`src/rtl/ctrl_pkg.sv`:
```
// Shared types and encodings for the multicycle RISC-V controller.
// State enum, opcodes and datapath mux/ALU select encodings.
package ctrl_pkg;

  typedef enum logic [3:0] {
    StFetch    = 4'd0,
    StDecode   = 4'd1,
    StMemAdr   = 4'd2,
    StMemRead  = 4'd3,
    StMemWb    = 4'd4,
    StMemWrite = 4'd5,
    StExecR    = 4'd6,
    StExecI    = 4'd7,
    StAluWb    = 4'd8,
    StBeq      = 4'd9,
    StJal      = 4'd10,
    StTrap     = 4'd11
  } ctrl_state_t;

  localparam logic [6:0] OP_LOAD  = 7'b0000011;
  localparam logic [6:0] OP_STORE = 7'b0100011;
  localparam logic [6:0] OP_R     = 7'b0110011;
  localparam logic [6:0] OP_I     = 7'b0010011;
  localparam logic [6:0] OP_BEQ   = 7'b1100011;
  localparam logic [6:0] OP_JAL   = 7'b1101111;

  localparam logic [1:0] ALU_OP_ADD = 2'b00;
  localparam logic [1:0] ALU_OP_SUB = 2'b01;
  localparam logic [1:0] ALU_OP_R   = 2'b10;
  localparam logic [1:0] ALU_OP_I   = 2'b11;

  localparam logic [1:0] RES_ALUOUT = 2'b00;
  localparam logic [1:0] RES_MEM    = 2'b01;
  localparam logic [1:0] RES_ALU    = 2'b10;

  localparam logic [1:0] SRC_A_PC    = 2'b00;
  localparam logic [1:0] SRC_A_OLDPC = 2'b01;
  localparam logic [1:0] SRC_A_RS1   = 2'b10;

  localparam logic [1:0] SRC_B_RS2  = 2'b00;
  localparam logic [1:0] SRC_B_IMM  = 2'b01;
  localparam logic [1:0] SRC_B_FOUR = 2'b10;

endpackage

```
`src/rtl/multicycle_control_if.sv`:
```
// Controller <-> datapath/memory signal bundle.
// master = controller side, slave = datapath side.
interface multicycle_control_if;
  logic [6:0] opcode;
  logic       zero;
  logic       mem_ready;
  logic       mem_req;
  logic       mem_write;
  logic       adr_src;
  logic       ir_write;
  logic       pc_write;
  logic       reg_write;
  logic [1:0] result_src;
  logic [1:0] alu_src_a;
  logic [1:0] alu_src_b;
  logic [1:0] alu_op;

  modport master (
    input  opcode, zero, mem_ready,
    output mem_req, mem_write, adr_src, ir_write, pc_write, reg_write,
           result_src, alu_src_a, alu_src_b, alu_op
  );

  modport slave (
    output opcode, zero, mem_ready,
    input  mem_req, mem_write, adr_src, ir_write, pc_write, reg_write,
           result_src, alu_src_a, alu_src_b, alu_op
  );
endinterface

```
`src/rtl/wait_timer.sv`:
```
// Counts consecutive not-ready cycles in a memory state; flags an overrun
// when the limit is reached and memory is still not ready.
module wait_timer #(
  parameter int unsigned TIMEOUT_CYCLES = 4
) (
  input  logic clk,
  input  logic rst_n,
  input  logic active,
  input  logic mem_ready,
  input  logic clear,
  output logic overrun
);
  localparam int unsigned CntW = $clog2(TIMEOUT_CYCLES + 1);
  localparam logic [CntW-1:0] CntMax = CntW'(TIMEOUT_CYCLES);

  logic [CntW-1:0] cnt_q, cnt_d;

  // Completion in the same cycle as the limit wins over the overrun.
  assign overrun = active && !mem_ready && (cnt_q == CntMax);

  always_comb begin
    cnt_d = cnt_q;
    if (clear) begin
      cnt_d = '0;
    end else if (active && !mem_ready && (cnt_q != CntMax)) begin
      cnt_d = cnt_q + CntW'(1);
    end
  end

  always_ff @(posedge clk or negedge rst_n) begin
    if (!rst_n) cnt_q <= '0;
    else        cnt_q <= cnt_d;
  end
endmodule

```
`src/rtl/multicycle_control.sv`:
```
// Moore FSM sequencing RISC-V lw/sw/R/I/beq/jal over the multicycle datapath,
// with ready-handshaked memory, optional wait timeout and sticky traps.
module multicycle_control
  import ctrl_pkg::*;
#(
  parameter int unsigned TIMEOUT_CYCLES = 0,
  parameter bit          EN_JAL         = 1'b1
) (
  input  logic                   clk,
  input  logic                   rst_n,
  multicycle_control_if.master   bus,
  output logic                   illegal,
  output logic                   timeout,
  output logic [3:0]             state
);
  ctrl_state_t state_q, state_d;
  logic        illegal_q, illegal_d;
  logic        timeout_q, timeout_d;
  logic        overrun;
  logic        pc_update, branch;

  if (TIMEOUT_CYCLES > 0) begin : g_timer
    logic in_wait;
    assign in_wait = (state_q == StFetch) || (state_q == StMemRead) ||
                     (state_q == StMemWrite);
    wait_timer #(
      .TIMEOUT_CYCLES(TIMEOUT_CYCLES)
    ) u_wait_timer (
      .clk      (clk),
      .rst_n    (rst_n),
      .active   (in_wait),
      .mem_ready(bus.mem_ready),
      .clear    (state_d != state_q),
      .overrun  (overrun)
    );
  end else begin : g_no_timer
    assign overrun = 1'b0;
  end

  always_comb begin
    state_d   = state_q;
    illegal_d = illegal_q;
    timeout_d = timeout_q;
    unique case (state_q)
      StFetch, StMemRead, StMemWrite: begin
        if (bus.mem_ready) begin
          state_d = (state_q == StFetch)   ? StDecode :
                    (state_q == StMemRead) ? StMemWb  : StFetch;
        end else if (overrun) begin
          state_d   = StTrap;
          timeout_d = 1'b1;
        end
      end
      StDecode: begin
        case (bus.opcode)
          OP_LOAD, OP_STORE: state_d = StMemAdr;
          OP_R:              state_d = StExecR;
          OP_I:              state_d = StExecI;
          OP_BEQ:            state_d = StBeq;
          OP_JAL: begin
            state_d   = EN_JAL ? StJal : StTrap;
            illegal_d = illegal_q | !EN_JAL;
          end
          default: begin
            state_d   = StTrap;
            illegal_d = 1'b1;
          end
        endcase
      end
      StMemAdr:                state_d = (bus.opcode == OP_STORE) ? StMemWrite : StMemRead;
      StExecR, StExecI, StJal: state_d = StAluWb;
      StMemWb, StAluWb, StBeq: state_d = StFetch;
      StTrap:                  state_d = StTrap;
      default:                 state_d = StFetch;
    endcase
  end

  always_comb begin
    bus.mem_req    = 1'b0;
    bus.mem_write  = 1'b0;
    bus.adr_src    = 1'b0;
    bus.ir_write   = 1'b0;
    bus.reg_write  = 1'b0;
    bus.result_src = RES_ALUOUT;
    bus.alu_src_a  = SRC_A_PC;
    bus.alu_src_b  = SRC_B_RS2;
    bus.alu_op     = ALU_OP_ADD;
    pc_update      = 1'b0;
    branch         = 1'b0;
    unique case (state_q)
      StFetch: begin
        bus.mem_req    = 1'b1;
        bus.alu_src_b  = SRC_B_FOUR;
        bus.result_src = RES_ALU;
        bus.ir_write   = bus.mem_ready;
        pc_update      = bus.mem_ready;
      end
      StDecode: begin
        bus.alu_src_a = SRC_A_OLDPC;
        bus.alu_src_b = SRC_B_IMM;
      end
      StMemAdr: begin
        bus.alu_src_a = SRC_A_RS1;
        bus.alu_src_b = SRC_B_IMM;
      end
      StMemRead: begin
        bus.mem_req = 1'b1;
        bus.adr_src = 1'b1;
      end
      StMemWb: begin
        bus.result_src = RES_MEM;
        bus.reg_write  = 1'b1;
      end
      StMemWrite: begin
        bus.mem_req   = 1'b1;
        bus.mem_write = 1'b1;
        bus.adr_src   = 1'b1;
      end
      StExecR: begin
        bus.alu_src_a = SRC_A_RS1;
        bus.alu_op    = ALU_OP_R;
      end
      StExecI: begin
        bus.alu_src_a = SRC_A_RS1;
        bus.alu_src_b = SRC_B_IMM;
        bus.alu_op    = ALU_OP_I;
      end
      StAluWb: bus.reg_write = 1'b1;
      StBeq: begin
        bus.alu_src_a = SRC_A_RS1;
        bus.alu_op    = ALU_OP_SUB;
        branch        = 1'b1;
      end
      StJal: begin
        bus.alu_src_a = SRC_A_OLDPC;
        bus.alu_src_b = SRC_B_FOUR;
        pc_update     = 1'b1;
      end
      default: ;
    endcase
    bus.pc_write = pc_update | (branch & bus.zero);
  end

  always_ff @(posedge clk or negedge rst_n) begin
    if (!rst_n) begin
      state_q   <= StFetch;
      illegal_q <= 1'b0;
      timeout_q <= 1'b0;
    end else begin
      state_q   <= state_d;
      illegal_q <= illegal_d;
      timeout_q <= timeout_d;
    end
  end

  assign illegal = illegal_q;
  assign timeout = timeout_q;
  assign state   = state_q;
endmodule

```
`src/flat_wrapper.sv`:
```
// flat-port wrapper written by rule: the top's interface ports become plain ports
module multicycle_control_flat import ctrl_pkg::*;
#(
  parameter int unsigned TIMEOUT_CYCLES = 0,
  parameter bit          EN_JAL         = 1'b1
)
  (clk, rst_n, illegal, timeout, state, bus_opcode, bus_zero, bus_mem_ready, bus_mem_req, bus_mem_write, bus_adr_src, bus_ir_write, bus_pc_write, bus_reg_write, bus_result_src, bus_alu_src_a, bus_alu_src_b, bus_alu_op);
  multicycle_control_if bus_i ();
  input  logic clk;
  input  logic rst_n;
  output logic illegal;
  output logic timeout;
  output logic [3:0] state;
  input wire logic [$bits(bus_i.opcode)-1:0] bus_opcode;
  input wire logic [$bits(bus_i.zero)-1:0] bus_zero;
  input wire logic [$bits(bus_i.mem_ready)-1:0] bus_mem_ready;
  output wire logic [$bits(bus_i.mem_req)-1:0] bus_mem_req;
  output wire logic [$bits(bus_i.mem_write)-1:0] bus_mem_write;
  output wire logic [$bits(bus_i.adr_src)-1:0] bus_adr_src;
  output wire logic [$bits(bus_i.ir_write)-1:0] bus_ir_write;
  output wire logic [$bits(bus_i.pc_write)-1:0] bus_pc_write;
  output wire logic [$bits(bus_i.reg_write)-1:0] bus_reg_write;
  output wire logic [$bits(bus_i.result_src)-1:0] bus_result_src;
  output wire logic [$bits(bus_i.alu_src_a)-1:0] bus_alu_src_a;
  output wire logic [$bits(bus_i.alu_src_b)-1:0] bus_alu_src_b;
  output wire logic [$bits(bus_i.alu_op)-1:0] bus_alu_op;
  assign bus_i.opcode = bus_opcode;
  assign bus_i.zero = bus_zero;
  assign bus_i.mem_ready = bus_mem_ready;
  assign bus_mem_req = bus_i.mem_req;
  assign bus_mem_write = bus_i.mem_write;
  assign bus_adr_src = bus_i.adr_src;
  assign bus_ir_write = bus_i.ir_write;
  assign bus_pc_write = bus_i.pc_write;
  assign bus_reg_write = bus_i.reg_write;
  assign bus_result_src = bus_i.result_src;
  assign bus_alu_src_a = bus_i.alu_src_a;
  assign bus_alu_src_b = bus_i.alu_src_b;
  assign bus_alu_op = bus_i.alu_op;
  multicycle_control #(.TIMEOUT_CYCLES(TIMEOUT_CYCLES), .EN_JAL(EN_JAL)) u_core (.clk(clk), .rst_n(rst_n), .bus(bus_i), .illegal(illegal), .timeout(timeout), .state(state));
endmodule
```
`config.mk`:
```
export PLATFORM = sky130hd
export DESIGN_NAME = multicycle_control_flat
export DESIGN_NICKNAME = d
export VERILOG_FILES = /design/src/rtl/ctrl_pkg.sv /design/src/rtl/multicycle_control_if.sv /design/src/rtl/wait_timer.sv /design/src/rtl/multicycle_control.sv /design/src/flat_wrapper.sv
export SDC_FILE = /design/constraint.sdc
export NUM_CORES = 1
export LEC_CHECK = 0
export ABC_AREA = 1
export CAP_MARGIN = 20
export CORE_MARGIN = 5
export CORE_UTILIZATION = 40
export CTS_CLUSTER_SIZE = 24
export DETAILED_ROUTE_END_ITERATION = 8
export GPL_ROUTABILITY_DRIVEN = 0
export PLACE_DENSITY = 0.83
export SETUP_SLACK_MARGIN = 0.5
export SLEW_MARGIN = 15
export SYNTH_ARGS = -nofsm -noshare
export SYNTH_HDL_FRONTEND = slang
export SYNTH_SLANG_ARGS = --single-unit
```
`constraint.sdc`:
```
create_clock -name clk -period 2.3 [get_ports clk]
set_input_delay 0.46 -clock clk [delete_from_list [all_inputs] [get_ports clk]]
set_output_delay 0.46 -clock clk [all_outputs]
set_load 0.005 [all_outputs]
```
; ---- Yosys cells after proc, flatten, opt, wreduce, memory -nomap -nowiden
; Cells that the tools add are included.
[word_totals]
inputBits = 11
out_inout_bits = 20
register_bits = 5
elab_cells = 52
[op_classes]
n_eq_ne = 18
n_reduce_logical = 12
muxes = 17
n_bitwise = 3
[op_table]
columns = operator, n
row1 = 4-bit one-hot mux with 5 select lines, 2
row2 = "4-bit by 3-bit equality test with 1-bit output, second input constant", 4
row3 = "4-bit equality test, second input constant", 4
row4 = "7-bit by 6-bit equality test with 1-bit output, second input constant", 2
row5 = "7-bit equality test, second input constant", 2
row6 = 2-bit one-hot mux with 2 select lines, 3
row7 = 2-bit OR reduction, 5
row8 = 3-bit OR reduction, 3
row9 = "4-bit by 2-bit equality test with 1-bit output, second input constant", 2
row10 = 4-bit two-way mux, 2
row11 = "7-bit by 2-bit equality test with 1-bit output, second input constant", 1
row12 = "7-bit by 5-bit equality test with 1-bit output, second input constant", 1
row13 = 1-bit two-way mux, 6
row14 = 3-bit two-way mux, 2
row15 = 2-bit one-hot mux with 3 select lines, 1
row16 = 6-bit OR reduction, 1
row17 = "4-bit by 1-bit equality test with 1-bit output, second input constant", 1
row18 = 4-bit zero test, 1
row19 = 4-bit OR reduction, 1
row20 = "2-bit by 1-bit != test with 1-bit output, second input constant", 1
row21 = 1-bit one-hot mux with 2 select lines, 1
row22 = 2-bit AND reduction, 1
row23 = 1-bit AND, 1
row24 = 1-bit inverter, 1
row25 = 1-bit bitwise OR, 1

; ---- Depth between registers and ports, before layout
[depth]
depth_word = 5
depth_mapped = 9
mapped_depth_nobuf = 9

; ---- Worst setup path before layout
; OpenSTA, ideal clock, no wires.
[synth_timing]
path_type = flip-flop to output port
from = register u_core.state_q[1], in the netlist u_core.state[1]
to = output bus_pc_write
stages_incl_launch_ff = 5
required_time_ns = 1.840
n_path_buf = 0
arrival_time_ns = 0.986
path_slack_ns = 0.854
cell_sequence = dfrtp_1 > nor2_1 > nand2_2 > nor2_1 > nand3b_1
[synth_via]
elab_chain_len = 4
elab_cells_between_ends = 7
cone_classes = 2 x eq/ne / 2 x mux / 2 x bitwise / 1 x reduce/logical
[synth_rtl]
columns = element, line_no
row1 = "start, declared", multicycle_control.sv:16  ; ctrl_state_t state_q, state_d;
row2 = "start signal, assigned", multicycle_control.sv:146  ; state_q <= StFetch;
row3 = "start signal, assigned", multicycle_control.sv:150  ; state_q <= state_d;
row4 = 4-bit equality test, multicycle_control.sv:90  ; unique case (state_q)
row5 = 1-bit two-way mux, multicycle_control.sv:90
row6 = 1-bit AND, multicycle_control.sv:141  ; bus.pc_write = pc_update | (branch & bus.zero);
row7 = 1-bit bitwise OR *, multicycle_control.sv:141
row8 = "end, declared", flat_wrapper.sv:21  ; output wire logic [$bits(bus_i.pc_write)-1:0] bus_pc_write;
; Every way passes the cells marked *; elsewhere a longest branch is shown, timed or not.

; ---- Worst setup path in the final report
[layout_timing]
from = register u_core.state_q[2], in the netlist u_core.state[2]
to = output bus_alu_src_a[0]
[layout_via]
elab_chain_len = 3
elab_cells_between_ends = 9
cone_classes = 6 x eq/ne / 1 x mux / 2 x reduce/logical
[layout_rtl]
columns = element, line_no
row1 = "4-bit by 2-bit equality test with 1-bit output, or another cell as far along", multicycle_control.sv:90
row2 = 4-bit OR reduction (no line) / 2-bit OR reduction (equally long branches), --
row3 = 2-bit one-hot mux with 2 select lines *, multicycle_control.sv:90
row4 = "end, declared", flat_wrapper.sv:24  ; output wire logic [$bits(bus_i.alu_src_a)-1:0] bus_alu_src_a;
; Marked as above.

==> Implementation_results.wiki <==
{| class="wikitable"
! Metric !! Value
|-
| Run status || complete, no violations
|-
| Clock buffer count from CTS || 3
|-
| Total negative setup slack || 0 ps
|-
| CP Cell Sequence || nor2_4, buf_6, buf_6, inv_4, nor2_4, buf_6, inv_2, nand2_1, buf_2
|-
| Pin count of the biggest net entering global routing || 6
|-
| Endpoint required time on the critical path || roughly 1800 ps
|-
| Worst-case register-to-register setup slack || 640 ps
|-
| Clk Latency, worst-skew pair || between 200 and 300 ps
|-
| Via count of the first global-routing pass || approximately 750
|-
| Number of cells on the worst reg-to-reg path || 12
|-
| Slowest cell on the critical path || dfrtp_2
|-
| Most frequent cells in the layout || 20 x nand2_1, 17 x buf_4, 13 x clkdlybuf4s50_1
|-
| Total area of sequential cells || between 100 and 150 um2
|-
| Type of the worst min-delay path || input pin to asynchronous set/reset pin
|-
| Cell repeated most along the worst path || buf_6
|-
| Final count of negative-setup-slack endpoints || 0
|-
| Average cell area after synthesis || just under 6 um2
|-
| Starting Density || 0.4202
|-
| DRT Pass-1 Iters || 4
|-
| Antenna Cells || 0
|-
| Port bufs || 29
|-
| Final-layout fill cell count || 60
|-
| Post-layout minimum cycle time || 1981 ps
|-
| Max VDD drop || between 0.0007 and 0.0008 V
|-
| Antenna violations before repair || 0
|-
| Number of I/O pins || 31
|-
| Placed cell area || approximately 850 um2
|-
| Number of nets in the layout || between 150 and 200
|-
| WP data arrival || 1520 ps
|-
| TritonCTS clock tree || yes
|-
| Area of the multi-input gates || 410.4 um2
|-
| Count of endpoints failing hold in the final timing report || 0
|-
| Setup slack of the critical path after layout || roughly 320 ps
|-
| Average wire length per cell after detail routing || about 18 um
|-
| Unrepaired setup endpoints after global routing || true
|-
| Nets in the synthesized netlist || between 100 and 150
|-
| Growth of design area from synthesis to finish || 113.5%
|-
| Power Dens Cells || approximately 1600 nW/um2
|-
| Fmax || roughly 0.5 GHz
|-
| Hold_buf cts || 0
|-
| Share of cells above drive strength 1 || 0.5033
|-
| Maximum cell stage delay along the critical path || about 440 ps
|-
| Finished Layout Cells || between 150 and 200
|-
| GRT Resource Usage Total || 0.2053
|-
| Netlist area before placement || 546.8 um2
|-
| Sequential area share after synthesis || 0.2288
|-
| Number of placement rows || 13
|-
| Yosys reg bits || 5
|-
| Sinks on Clock Net || 5
|-
| Reg-to-reg startpoint || u_core.state[2]
|-
| Worst-path maximum fanout || 4
|-
| Horizontal extent of the die || between 40 and 50 um
|-
| Critical path startpoint category || register
|-
| Post-route cell area || approximately 1200 um2
|-
| Die area || roughly 2200 um2
|-
| Count of mapped cells out of synthesis || ~90
|-
| HPWL after detailed placement || around 1300 um
|-
| Endpoint type of the worst setup path || output port
|-
| Post-synthesis cell type count || 20
|-
| Detail-routed via count per cell || 5.410
|-
| Endpoint of the most critical register-to-register path || u_core.state[0]
|-
| Startpoint-to-endpoint class of the critical path || register to output port
|-
| Number of violations reported at the end of detailed-routing iteration 0 || 40
|-
| Cell count after placement || 135
|-
| Post-route clock period utilization || 0.8614
|-
| Slew Viols, Final || 0
|-
| Post-detailed-route count of antenna-violating nets || 0
|-
| Remaining design rule violation count || 0
|-
| Leak Pwr || 0.6820 nW
|-
| First-pass GRT wire length || 3284 um
|-
| Max-cap violations || 0
|-
| Worst clock skew || between 10 and 15 ps
|-
| Final wirelength || roughly 3000 um
|-
| GRT overflow || 0
|-
| Root buf cell || clkbuf_4
|-
| Deepest clock path buffer count || 2
|-
| Clock edge transition at the registers on the reported setup and hold paths || roughly 50 ps
|-
| CTS H-tree lvls || 1
|-
| Std-Cell Core Area || about 1300 um2
|-
| Worst slack at placement || a little over 100 ps
|-
| Synthesis warning total || 0
|-
| Leading cell type in the layout, fill and taps excluded || nand2_1
|-
| Chip height || ~47 um
|-
| Total number of vias || about 900
|}
-- critical path, delay by kind of cell, from the launching register on --
| family | cells | cell delay, ps |
|---|---|---|
| buffers and inverters | 6 | 520 |
| DFF | 1 | 440 |
| and+or+nand+nor | 3 | 310 |
-- how the worst max path moves through the flow --
stage / startpoint / to / slack [ps] / cells past startpoint
2_1_floorplan: u_core.state[1] / bus_pc_write / 850 / 4
3_3_place_gp: bus_mem_ready / bus_pc_write / 130 / 5
3_5_place_dp: bus_mem_ready / bus_pc_write / 100 / 5
4_1_cts: u_core.state[3] / bus_alu_src_a[0] / 330 / 9
5_1_grt: u_core.state[2] / bus_alu_src_a[0] / 260 / 9
6_report: u_core.state[2] / bus_alu_src_a[0] / 320 / 9
-- state kept, by name (all words and copies together) (netlist names) --
register,flops
u_core.illegal,1
u_core.state,4
-- cells by family (layout without fill, tap and decap cells) --
| kind of cell | Yosys count | count (layout) | share of synthesized area |
|---|---|---|---|
| AO/OA/AOI/OAI | 8 | 8 | 0.08237 |
| buffers and inverters | 23 | 82 | 0.1647 |
| flip-flops | 5 | 5 | 0.2288 |
| other | 1 | 1 | 0.006858 |
| AND/OR/NAND/NOR | 55 | 55 | 0.5172 |
-- metrics by stage --
step / total power [mW] / hold slack [ps] / utilization
final: 1.835 / 431.4 / 0.8971
after detailed placement: 1.045 / 486.4 / 0.6519
after floorplan: 0.6222 / 164.4 / -
after global routing: 1.920 / 439.1 / 0.8971
after CTS: 1.399 / 424.0 / 0.7981
after global placement: 1.028 / 466.7 / 0.6519
-- cell usage after synthesis (all sizes together) --
| library cell | number | share of area |
|---|---|---|
| a21oi | 2 | 0.018 |
| buf | 1 | 0.014 |
| clkinv | 1 | 0.0069 |
| conb | 1 | 0.0069 |
| dfrtp | 5 | 0.23 |
| inv | 21 | 0.14 |
| nand2 | 29 | 0.24 |
| nand3 | 10 | 0.11 |
| nand3b | 1 | 0.014 |
| nand4 | 1 | 0.011 |
| nor2 | 14 | 0.14 |
| o211ai | 1 | 0.014 |
| o21ai | 4 | 0.037 |
| o21bai | 1 | 0.014 |
-- cell type report --
type,count,area share
Clock buffer,4,0.02251
Inverter,22,0.07931
Multi-Input combinational cell,64,0.3516
Sequential cell,5,0.1115
Tap cell,15,0.01608
Timing Repair Buffer,56,0.4191
-- layer usage --
layer,track usage,wire (um),vias up
met1,0.2322,1126,418
met3,0.04598,263,20
met2,0.3930,1448,67
li1,-,-,393
met4,0.03315,134,0
met5,0,0,-
-- report_power, final --
group	switching (mW)	total (mW)	internal [mW]
Sequential	0.0521	0.184	0.131
Clock	0.0368	0.102	0.0657
Combinational	0.786	1.55	0.762
Total	0.875	1.83	0.960
-- timing repair --
item                                    4_1_cts  5_1_grt
buffers inserted                             19        8
endpoints found under the setup margin       14       16
pin swaps                                     7        8
gates resized for setup                      47       43
No activity file was read; power rests on OpenSTA's default activity.
